File: src/rtl/booth_radix4_seq_multiplier.sv
// booth_radix4_seq_multiplier: sequential radix-4 Booth multiplier, start/done handshake, signed/unsigned mode, optional BOOTH_EARLY_TERM_EN early termination
module booth_radix4_seq_multiplier #(
    parameter int WIDTH = 32
) (
    input  logic               clk,
    input  logic               rst,
    input  logic               start,
    input  logic               signed_mode,
    input  logic [WIDTH-1:0]   M,
    input  logic [WIDTH-1:0]   Q,
    output logic [2*WIDTH-1:0] result,
    output logic               done,
    output logic               busy
);
    localparam int STEPS = (WIDTH + 2) / 2;
    localparam int E = WIDTH + 2;
    localparam int A = WIDTH + 3;
    localparam int CW = $clog2(STEPS + 1);
    typedef enum logic [1:0] {IDLE, RUN, DONE} state_t;
    state_t r_state;
    logic [A-1:0] r_m;
    logic [A-1:0] r_acc;
    logic [E-1:0] r_q;
    logic r_qm1;
    logic [CW-1:0] r_cnt;
    logic [2:0] w_dig;
    logic [A-1:0] w_pp;
    logic [A-1:0] w_sum;
    logic signed [A+E:0] w_next;
    logic w_last;
    logic [2*WIDTH-1:0] w_res;
    assign w_dig = {r_q[1:0], r_qm1};
    always_comb
        w_pp = (w_dig == 3'b001 || w_dig == 3'b010) ? r_m :
               (w_dig == 3'b011) ? r_m << 1 :
               (w_dig == 3'b100) ? -(r_m << 1) :
               (w_dig == 3'b101 || w_dig == 3'b110) ? -r_m : '0;
    assign w_sum = r_acc + w_pp;
    assign w_next = $signed({w_sum, r_q, r_qm1}) >>> 2;
`ifdef BOOTH_EARLY_TERM_EN
    logic [E:0] w_mask;
    logic [CW-1:0] w_rem;
    assign w_mask = {(E+1){1'b1}} >> (2 * (r_cnt + 1'b1));
    assign w_rem = CW'(STEPS - 1) - r_cnt;
    assign w_last = r_cnt == CW'(STEPS - 1) || (w_next[E:0] & w_mask) == '0 || (w_next[E:0] | ~w_mask) == '1;
    assign w_res = (2*WIDTH)'($signed(w_next[A+E:1]) >>> (2 * w_rem));
`else
    assign w_last = r_cnt == CW'(STEPS - 1);
    assign w_res = w_next[2*WIDTH:1];
`endif
    always_ff @(posedge clk) begin
        if (rst) begin
            r_state <= IDLE;
            result <= '0;
            done <= 1'b0;
            busy <= 1'b0;
            r_m <= '0;
            r_acc <= '0;
            r_q <= '0;
            r_qm1 <= 1'b0;
            r_cnt <= '0;
        end else if (r_state != RUN) begin
            if (start) begin
                r_state <= RUN;
                done <= 1'b0;
                busy <= 1'b1;
                r_m <= {{3{signed_mode & M[WIDTH-1]}}, M};
                r_q <= {{2{signed_mode & Q[WIDTH-1]}}, Q};
                r_acc <= '0;
                r_qm1 <= 1'b0;
                r_cnt <= '0;
            end
        end else begin
            r_acc <= w_next[A+E:E+1];
            r_q <= w_next[E:1];
            r_qm1 <= w_next[0];
            r_cnt <= r_cnt + 1'b1;
            if (w_last) begin
                r_state <= DONE;
                busy <= 1'b0;
                done <= 1'b1;
                result <= w_res;
            end
        end
    end
endmodule
File: config.mk
export PLATFORM = sky130hd
export DESIGN_NAME = booth_radix4_seq_multiplier
export DESIGN_NICKNAME = d
export VERILOG_FILES = /design/src/rtl/booth_radix4_seq_multiplier.sv
export SDC_FILE = /design/constraint.sdc
export NUM_CORES = 1
export LEC_CHECK = 0
export BUFFER_PORTS_ARGS = -buffer_cell sky130_fd_sc_hd__buf_2
export CAP_MARGIN = 40
export CORE_MARGIN = 2
export CORE_UTILIZATION = 55
export CTS_CLUSTER_SIZE = 12
export DETAILED_ROUTE_END_ITERATION = 7
export PLACE_DENSITY = 0.73
export RECOVER_POWER = 50
export SLEW_MARGIN = 40
export SYNTH_ARGS = -nofsm -noshare
export SYNTH_HDL_FRONTEND = slang
export SYNTH_SLANG_ARGS = --single-unit
File: constraint.sdc
create_clock -name clk -period 7.5 [get_ports clk]
set_input_delay 0.375 -clock clk [delete_from_list [all_inputs] [get_ports clk]]
set_output_delay 0.375 -clock clk [all_outputs]
set_load 0.02 [all_outputs]
==> results of run 1 <==
-- layout make-up --
| class | instances | share of cell area (%) |
|---|---|---|
| clock buffer | 17 | 3.646 |
| clock inverter | 15 | 1.834 |
| inverter | 30 | 0.9650 |
| multi-input combinational | 1098 | 55.67 |
| sequential | 172 | 29.52 |
| tap | 234 | 2.509 |
| timing repair buffer | 148 | 5.855 |
-- metal layers --
layer	up-vias	share of wire, %	global-route usage (%)
met5	-	0	0
met1	4796	45	40.25
met2	424	45	47.06
li1	5116	-	-
met3	56	7.4	6.023
met4	0	3.1	11.84
-- worst max-delay path, stage by stage (launching register included) --
cell and delay [ns]:
dfxtp_1 0.39, nand2b_4 0.47, clkbuf_1 2.15, nor2_1 1.37, buf_4 0.62, nand4_1 0.15, nand3_1 0.08
-- worst min path at each step --
stage                     cells after the start  slack [ns]          to
after CTS                                     3        0.16      r_m[6]
after detailed placement                      2        0.44   result[4]
final                                         3        0.16      r_m[6]
after global routing                          3        0.17      r_m[5]
after global placement                        2        0.44  result[45]
after floorplan                               2        0.44   result[0]
-- power by group through the flow --
stage	registers [W]	logic, W	clock network [W]
after floorplan	0.000995	0.000422	0
after global placement	0.00102	0.000541	0
after detailed placement	0.00102	0.000544	0
after CTS	0.000999	0.000547	0.000956
after global routing	0.00101	0.000610	0.000993
final	0.00100	0.000558	0.000940
-- registers in the layout, indices dropped and copies added (netlist names) --
signal,cells
result,64
r_q,34
r_acc,33
r_m,33
r_cnt,5
done,1
r_qm1,1
r_state,1
-- cell usage in the layout, fill, tap and decap left out, types with 10 or more instances in the layout --
cell,instances
a211oi_1,41
a21oi_1,198
buf_2,66
xnor2_1,26
buf_4,12
nor3_1,26
and3_1,11
clkbuf_1,70
o22ai_1,13
xor2_1,22
nand2_1,274
clkbuf_16,17
or3_1,10
ha_1,38
dfxtp_1,171
nor2_1,118
a31oi_1,12
inv_1,29
o21ai_0,42
maj3_1,12
mux2i_1,40
nand3_1,50
-- stage by stage --
| step | worst slack [ns] | cell area [µm²] | total power (W) | hold WS (ns) | utilization, % |
|---|---|---|---|---|---|
| final | 2.104 | 11670 | 0.002498 | 0.1623 | 62.38 |
| after global routing | 1.384 | 11670 | 0.002609 | 0.1671 | 62.38 |
| after CTS | 2.242 | 11770 | 0.002502 | 0.1584 | 62.94 |
| after detailed placement | 2.347 | 11130 | 0.001563 | 0.4430 | 59.53 |
| after global placement | 2.414 | 11130 | 0.001559 | 0.4385 | 59.51 |
| after floorplan | 2.905 | 10490 | 0.001417 | 0.4446 | - |
-- logic make-up after synthesis --
family                   after synthesis  share of synthesized area, %
buffers and inverters                145                         5.414
multiplexers                          47                         4.674
XOR/XNOR                              48                         4.007
AO/OA/AOI/OAI                        407                         24.00
flip-flops                           172                         32.82
AND/OR/NAND/NOR                      545                         23.22
adder cells (fa/ha/maj)               51                         5.867
==> flow_metrics.env, run 1 <==
export IMPL_grt_ovfl_total=0
export IMPL_cts_buffers_inserted=17
export IMPL_timing_fmax_mhz=185.3
export IMPL_rsz0062_at_grt="false"
export IMPL_yosysTopAreaCell="dfxtp_1"
export IMPL_drt_iter0_drc=921
export IMPL_drive_above_1_share_pct=9.324
export IMPL_synth_edf_count=0
export IMPL_nFillCells=1717
export IMPL_ios=134
export IMPL_min_period_ns=5.396
export IMPL_cp_endpoint="result[60]"
export IMPL_post_dp_hpwl_mm=20.81
export IMPL_r2r_start="done"
export IMPL_antenna_found_initial=0
export IMPL_p_sw_w=0.0008552
export IMPL_cp_data_arrival_time_ns=5.73
export IMPL_cp_required_ns=7.83
export IMPL_clock_path_buffers=2
export IMPL_synthArstFlopShare_pct=0
export IMPL_p_int_w=0.001643
export IMPL_nNetsFinal=1574
export IMPL_violations="capacitance limit, slew limit"
export IMPL_viasPerCell=6.063
export IMPL_syn2layout_area_growth_pct=11.21
export IMPL_ys_seq_area_share_pct=32.82
export IMPL_die_y_um=142.1
export IMPL_drv_cap=4
export IMPL_first_global_vias=9421
export IMPL_clkLatencyLatePin_ns=0.45
export IMPL_cp_end_kind="flop"
export IMPL_routabilityCongestion=0.9778
export IMPL_cts_root_buffer="clkbuf_16"
export IMPL_hp_class="in -> reg"
export IMPL_ys_top_cells_by_area="dfxtp_1 (33%), nand2_1 (9.8%), a21oi_1 (9.4%)"
export IMPL_start_util_pct=56.09
export IMPL_num_rows=50
export IMPL_worstRegToRegCells=6
export IMPL_holdBufCountCts=0
export IMPL_core_area_um2=18710
export IMPL_seqPwrFrac_pct=40.1
export IMPL_synthFlopType="dfxtp_1"
export IMPL_instances_no_fill=1714
export IMPL_setup_worst_path_start_class="flop"
export IMPL_fin_tns_setup_ns=0
export IMPL_syn_nets=1522
export IMPL_multiInputGateArea_um2=6496
export IMPL_syn_area_um2=10490
export IMPL_post_route_drc_count=0
export IMPL_cts_tree="done"
export IMPL_synth_cell_types=82
export IMPL_wl_mm=30.12
export IMPL_maxSlewViolCount=136
export IMPL_r2r_slack_ns=2.10
export IMPL_cts_resized_gates=0
export IMPL_synth_common_cells="nand2_1 (275), a21oi_1 (198), dfxtp_1 (172), nor2_1 (119), clkbuf_1 (79)"
export IMPL_portBuffers=133
export IMPL_power_leakage_nw=4.496
export IMPL_regArea_um2=3445
export IMPL_grt_max_degree=73
export IMPL_vdd_drop_max_uv=168.2
export IMPL_setup_viol_count_final=0
export IMPL_synth_top_area_share_pct=32.82
export IMPL_synth_cells=1415
export IMPL_switching_share_pct=34.23
export IMPL_ys_ff_latch=172
export IMPL_holdCritStartpoint="M[6]"
export IMPL_h_tree_depth=4
export IMPL_ant_nets=0
export IMPL_power_frac_clock_pct=37.6
export IMPL_run_status="complete, but fails checks"
export IMPL_drtPass1Iterations=6
export IMPL_grt_pass1_wl_mm=48.78
export IMPL_dp_cells=1682
export IMPL_hold_viol_final=0
export IMPL_fin_skew_ns=0.01353
export IMPL_crit_start="done"
export IMPL_clock_sinks=172
export IMPL_n_antenna_cell=0
export IMPL_powerDensity_nw_per_um2=214.1
export IMPL_dr_total_vias=10390
export IMPL_cts_setup_buffers=0
export IMPL_fin_crit_sh_pct=71.94
export IMPL_combPwrFrac_pct=22.3
export IMPL_worst_pin_slew_ns=2.975
export IMPL_cts_clk_slew_worst_paths_ns=0.08
export IMPL_grt_use_total_pct=29.87
export IMPL_yosysWarnings=0
export IMPL_wl_per_cell_um=17.57
export IMPL_critical_path_class="reg -> reg"
export IMPL_synth_avg_cell_area_um2=7.415
export IMPL_r2r_end="result[60]"
export IMPL_relSlewSlack_pct=-98.36
export IMPL_dieArea_um2=20200
export IMPL_synth_most_common_cell="nand2_1"
export IMPL_die_w_um=142.1
export IMPL_crit_fanout=72
(Power assumes the default switching activity.)
==> run 2: changes to the inputs <==
--- a/config.mk
+++ b/config.mk
@@ -8,10 +8,10 @@
 export BUFFER_PORTS_ARGS = -buffer_cell sky130_fd_sc_hd__buf_2
 export CAP_MARGIN = 40
 export CORE_MARGIN = 2
-export CORE_UTILIZATION = 55
+export CORE_UTILIZATION = 53
 export CTS_CLUSTER_SIZE = 12
 export DETAILED_ROUTE_END_ITERATION = 7
-export PLACE_DENSITY = 0.73
+export PLACE_DENSITY = 0.74
 export RECOVER_POWER = 50
 export SLEW_MARGIN = 40
 export SYNTH_ARGS = -nofsm -noshare
==> constraint.sdc (replaced) <==
create_clock -name clk -period 4.7 [get_ports clk]
set_input_delay 0.235 -clock clk [delete_from_list [all_inputs] [get_ports clk]]
set_output_delay 0.235 -clock clk [all_outputs]
set_load 0.02 [all_outputs]
==> run 2 against run 1 <==
  * The run now ends clean
  * Non-clock buffer count increased by 69
  * Via count increased by 3.2%
  * Routed wire length increased by 2.2%
  * Cell count increased by 5.8%
  * Combinational power increased by 85%
  * Critical endpoint is now r_acc[33]
  * Largest cell class unchanged
  * Largest power group unchanged
==> flow_metrics.env, run 2 (synthesis results as in run 1) <==
export IMPL_cp_end_kind="flop"
export IMPL_holdBufCountCts=0
export IMPL_nNetsFinal=1643
export IMPL_power_w=0.004109
export IMPL_start_util_pct=53.91
export IMPL_grt_ovfl_total=0
export IMPL_worst_slack_ns=0.1650
export IMPL_crit_chain="nor4_4, nand3_2, or3_4, or2_4, buf_4, nor2_2, xnor2_1, a221oi_1, a21oi_1, o221a_1, ha_2, nand3_1, nor2_2, nand2_1, nor3_1, a221oi_2, buf_4, a21o_1, a311oi_2, o21ai_1, a32o_1"
export IMPL_finalInstanceArea_um2=12530
export IMPL_dp_slack_ns=-0.1097
export IMPL_powerDensity_nw_per_um2=328.1
export IMPL_n_antenna_cell=0
export IMPL_grt_pass1_wl_mm=49.50
export IMPL_regMostFlops="result"
export IMPL_placed_cell_area_um2=11630
export IMPL_hold_viol_final=0
export IMPL_syn2layout_area_growth_pct=19.38
export IMPL_core_area_um2=19460
export IMPL_clock_path_buffers=2
export IMPL_hold_end="r_m[29]"
export IMPL_critPathMaxStageDelay_ns=0.40
export IMPL_post_route_drc_count=0
export IMPL_relSlewSlack_pct=46.43
export IMPL_holdCritStartpoint="M[29]"
export IMPL_portBuffers=133
export IMPL_r2r_end="r_acc[33]"
export IMPL_routabilityCongestion=0.9284
export IMPL_worstRegToRegCells=21
export IMPL_fin_skew_ns=0.01501
export IMPL_drtPass1Iterations=6
export IMPL_hp_class="in -> reg"
export IMPL_maxSlewViolCount=0
export IMPL_cts_root_buffer="clkbuf_16"
export IMPL_crit_path_top_delay_cell="or3_4"
export IMPL_die_y_um=144.7
export IMPL_die_w_um=144.7
export IMPL_setup_viol_count_final=0
export IMPL_h_tree_depth=4
export IMPL_path_buf_inv=2
export IMPL_fin_crit_sh_pct=96.49
export IMPL_critical_path_class="reg -> reg"
export IMPL_grt_use_total_pct=29.62
export IMPL_r2r_start="r_m[11]"
export IMPL_timing_fmax_mhz=220.5
export IMPL_wl_mm=30.78
export IMPL_holdPathStages=3
export IMPL_dieArea_um2=20940
export IMPL_grt_max_degree=105
export IMPL_drv_cap=0
export IMPL_r2r_slack_ns=0.16
export IMPL_run_status="complete, no violations"
export IMPL_cp_data_arrival_time_ns=4.88
export IMPL_cp_required_ns=5.04
export IMPL_vdd_drop_max_uv=267.3
export IMPL_dr_total_vias=10730
export IMPL_final_cell_mix="nand2_1 (274), a21oi_1 (192), dfxtp_1 (171)"
export IMPL_cts_clk_slew_worst_paths_ns=0.08
export IMPL_antenna_found_initial=1
export IMPL_clock_sinks=172
export IMPL_worst_pin_slew_ns=0.8030
export IMPL_largest_reg_flops=64
export IMPL_reg_top3="result (64), r_q (34)"
export IMPL_drt_iter0_drc=809
export IMPL_power_leakage_nw=4.877
export IMPL_cp_top_family="simple AND/OR/NAND/NOR gates"
export IMPL_first_global_vias=10000
export IMPL_min_period_ns=4.535
export IMPL_final_common_cell="nand2_1"
export IMPL_crit_fanout=4
export IMPL_cts_buffers_inserted=17
export IMPL_ant_nets=0
export IMPL_crit_start="r_m[11]"
export IMPL_fin_util_pct=64.36
export IMPL_clkLatencyLatePin_ns=0.45
export IMPL_cts_tree="done"
export IMPL_rsz0062_at_grt="true"
export IMPL_drive_above_1_share_pct=16.40
export IMPL_post_dp_hpwl_mm=21.25
export IMPL_num_rows=51
export IMPL_wl_per_cell_um=16.97
export IMPL_timing_hold_ws_ns=0.01591
export IMPL_setup_worst_path_start_class="flop"
export IMPL_viasPerCell=5.915
export IMPL_ios=134
run 2: power by group:
| part | switching (W) | total [W] | internal, W |
|---|---|---|---|
| Clock | 0.000752 | 0.00149 | 0.000739 |
| Sequential | 0.0000651 | 0.00158 | 0.00152 |
| Combinational | 0.000611 | 0.00103 | 0.000422 |
| Total | 0.00143 | 0.00411 | 0.00268 |
run 2: worst max-delay path by stage:
| stage | endpoint | slack, ns | cells after the start |
|---|---|---|---|
| 6_report | r_acc[33] | 0.16 | 21 |
| 2_1_floorplan | r_acc[33] | 0.10 | 18 |
| 3_3_place_gp | r_acc[33] | -0.02 | 17 |
| 5_1_grt | r_acc[33] | -0.1 | 21 |
| 4_1_cts | r_acc[33] | 0.04 | 21 |
| 3_5_place_dp | r_acc[33] | -0.11 | 17 |
run 2: layer usage:
metal | GRT usage (%) | up-vias | part of all wire, % | wire length [µm]
met4 | 13.39 | 2 | 3.7 | 1153
met5 | 0 | - | 0.042 | 13
li1 | - | 5261 | - | -
met2 | 49.31 | 346 | 48 | 14840
met3 | 6.318 | 82 | 6.0 | 1834
met1 | 36.88 | 5038 | 42 | 12940
run 2: per-stage QoR:
stage                     setup TNS (ns)  std cells
after detailed placement         -0.1097       1774
after floorplan                        0       1415
after global placement          -0.01949       1774
after CTS                              0       1806
final                                  0       1814
after global routing             -0.3953       1814
run 2: worst register-to-register path, stage by stage, from the launching register on:
cell	delay, ns
dfxtp_1	0.34
nor4_4	0.32
nand3_2	0.16
or3_4	0.40
or2_4	0.25
buf_4	0.15
nor2_2	0.08
xnor2_1	0.09
a221oi_1	0.31
a21oi_1	0.07
o221a_1	0.26
ha_2	0.34
nand3_1	0.10
nor2_2	0.16
nand2_1	0.08
nor3_1	0.21
a221oi_2	0.10
buf_4	0.15
a21o_1	0.15
a311oi_2	0.32
o21ai_1	0.09
a32o_1	0.28
run 2: area by class of cell:
type                       count  area (µm²)
tap                          265       331.6
fill                        1782        6937
timing repair buffer         217        1220
clock buffer                  17       425.4
clock inverter                15       206.4
sequential                   172        3445
inverter                      30       112.6
multi-input combinational   1098        6785
run 2: timing repair:
item | in CTS | in global routing
endpoints found under the setup margin | 3 | 30
hold endpoints to repair | 0 | 0
pin swaps | 1 | 19
setup buffers | 0 | 7
gates resized for setup | 4 | 50
==> run 3: changes to the inputs <==
--- a/config.mk
+++ b/config.mk
@@ -7,6 +7,7 @@
 export LEC_CHECK = 0
 export BUFFER_PORTS_ARGS = -buffer_cell sky130_fd_sc_hd__buf_2
 export CAP_MARGIN = 40
+export CORE_ASPECT_RATIO = 1.25
 export CORE_MARGIN = 2
 export CORE_UTILIZATION = 53
 export CTS_CLUSTER_SIZE = 12
==> run 3 against run 2 <==
  * The run now ends with capacitance limit, slew limit left
  * Clock power decreased by 3%
  * First-iteration DRC count is 36% higher
  * Combinational power grew 5%
  * Largest power group unchanged
  * Die area hardly changed
  * Clock-buffer cell count is 1 higher
  * Largest cell class unchanged
  * Critical path depth rose by 2
  * Power decreased by 0.16%
  * Maximum frequency up 0.12%
==> flow_metrics.env, run 3 (synthesis results as in run 1) <==
export IMPL_fin_tns_setup_ns=0
export IMPL_cp_required_ns=5.09
export IMPL_run_status="complete, but fails checks"
export IMPL_core_area_um2=19400
export IMPL_critical_path_class="reg -> reg"
export IMPL_clock_path_buffers=2
export IMPL_power_leakage_nw=5.016
export IMPL_drive_above_1_share_pct=17.12
export IMPL_grt_ovfl_total=0
export IMPL_routabilityCongestion=0.9525
export IMPL_first_global_vias=10400
export IMPL_cts_clk_slew_worst_paths_ns=0.08
export IMPL_grt_max_degree=98
export IMPL_die_w_um=129.9
export IMPL_timing_fmax_mhz=220.8
export IMPL_post_dp_hpwl_mm=22.16
export IMPL_cts_buffers_inserted=17
export IMPL_setup_viol_count_final=0
export IMPL_timing_hold_ws_ns=0.02072
export IMPL_ios=134
export IMPL_clock_sinks=172
export IMPL_dp_slack_ns=-0.04819
export IMPL_worst_pin_slew_ns=1.890
export IMPL_placed_cell_area_um2=11890
export IMPL_vdd_drop_max_uv=248.9
export IMPL_drtPass1Iterations=5
export IMPL_dieArea_um2=20950
export IMPL_reg_top3="result (64), r_q (34)"
export IMPL_drv_cap=1
export IMPL_hp_class="in -> reg"
export IMPL_portBuffers=133
export IMPL_maxSlewViolCount=53
export IMPL_grt_use_total_pct=30.14
export IMPL_post_route_drc_count=0
export IMPL_dr_total_vias=10950
export IMPL_num_rows=57
export IMPL_die_y_um=161.3
export IMPL_regMostFlops="result"
export IMPL_crit_fanout=4
export IMPL_hold_viol_final=0
export IMPL_nNetsFinal=1672
export IMPL_wl_mm=32.06
export IMPL_grt_pass1_wl_mm=50.84
export IMPL_setup_worst_path_start_class="flop"
export IMPL_powerDensity_nw_per_um2=323.3
export IMPL_antenna_found_initial=0
export IMPL_h_tree_depth=4
export IMPL_finalInstanceArea_um2=12690
export IMPL_violations="capacitance limit, slew limit"
export IMPL_start_util_pct=54.09
export IMPL_drt_iter0_drc=1102
export IMPL_wl_per_cell_um=17.40
export IMPL_final_common_cell="nand2_1"
export IMPL_final_cell_mix="nand2_1 (275), a21oi_1 (194), dfxtp_1 (171)"
export IMPL_min_period_ns=4.529
export IMPL_relSlewSlack_pct=-25.98
export IMPL_fin_crit_sh_pct=96.37
export IMPL_ant_nets=0
export IMPL_cts_tree="done"
export IMPL_worst_slack_ns=0.1705
export IMPL_n_antenna_cell=0
export IMPL_rsz0062_at_grt="true"
export IMPL_fin_util_pct=65.42
export IMPL_viasPerCell=5.945
export IMPL_cp_end_kind="flop"
export IMPL_syn2layout_area_growth_pct=20.94
export IMPL_holdBufCountCts=0
export IMPL_largest_reg_flops=64
export IMPL_clkLatencyLatePin_ns=0.44
export IMPL_cts_root_buffer="clkbuf_16"
export IMPL_fin_skew_ns=0.01619
export IMPL_cp_data_arrival_time_ns=4.91
-- run 3: repair_timing --
item | 4_1_cts | 5_1_grt
pin swaps | 0 | 19
endpoints found under the setup margin | 1 | 31
buffers inserted | 0 | 9
gates resized for setup | 1 | 43
hold endpoints to repair | 0 | 0
-- run 3: final timing paths --
check	from	endpoint	slack (ns)	cells past startpoint
worst max-delay path	r_m[1]	result[60]	0.17	23
worst min-delay path	M[18]	r_m[18]	0.02	3
worst max register to register	r_m[1]	result[60]	0.17	23
worst min register to register	result[46]	result[46]	0.46	2
-- run 3: per-stage QoR --
step           std cells  power (W)
2_1_floorplan       1415   0.002262
3_3_place_gp        1801   0.002588
3_5_place_dp        1802   0.002602
4_1_cts             1833   0.004036
5_1_grt             1842   0.004276
6_report            1842   0.004103
-- run 3: area by class of cell --
cell class,count,area (µm²)
tap,265,331.6
fill,1749,6709
clock inverter,13,147.6
timing repair buffer,246,1483
multi-input combinational,1098,6731
clock buffer,18,439.2
sequential,172,3445
inverter,30,112.6
-- run 3: critical path: stages, from the launching register on --
cell and delay, ns:
dfxtp_1 0.33, buf_4 0.15, inv_1 0.07, ha_2 0.20, nor3b_4 0.25, nand2_1 0.10
or3_4 0.35, xnor2_2 0.19, o21ai_1 0.10, o21ai_0 0.09, o21ai_0 0.13, buf_4 0.18
ha_4 0.27, nand4_1 0.15, buf_4 0.19, a2111o_1 0.35, o21ai_2 0.20, buf_4 0.15
buf_4 0.12, a31oi_2 0.11, o21bai_1 0.18, a21oi_2 0.10, or4_1 0.42, nand3_1 0.09
-- run 3: metal layers --
layer	share of wire [%]	up-vias	routed length, µm	GRT usage (%)
li1	-	5314	-	-
met5	0	-	0	0
met3	6.1	96	1944	5.565
met2	50	423	15880	51.81
met1	40	5118	12780	35.96
met4	4.5	0	1455	14.27
-- run 3: report_power, final --
group / internal (W) / switching (W)
Sequential: 0.00152 / 0.0000642
Combinational: 0.000449 / 0.000629
Clock: 0.000768 / 0.000673
Total: 0.00274 / 0.00137
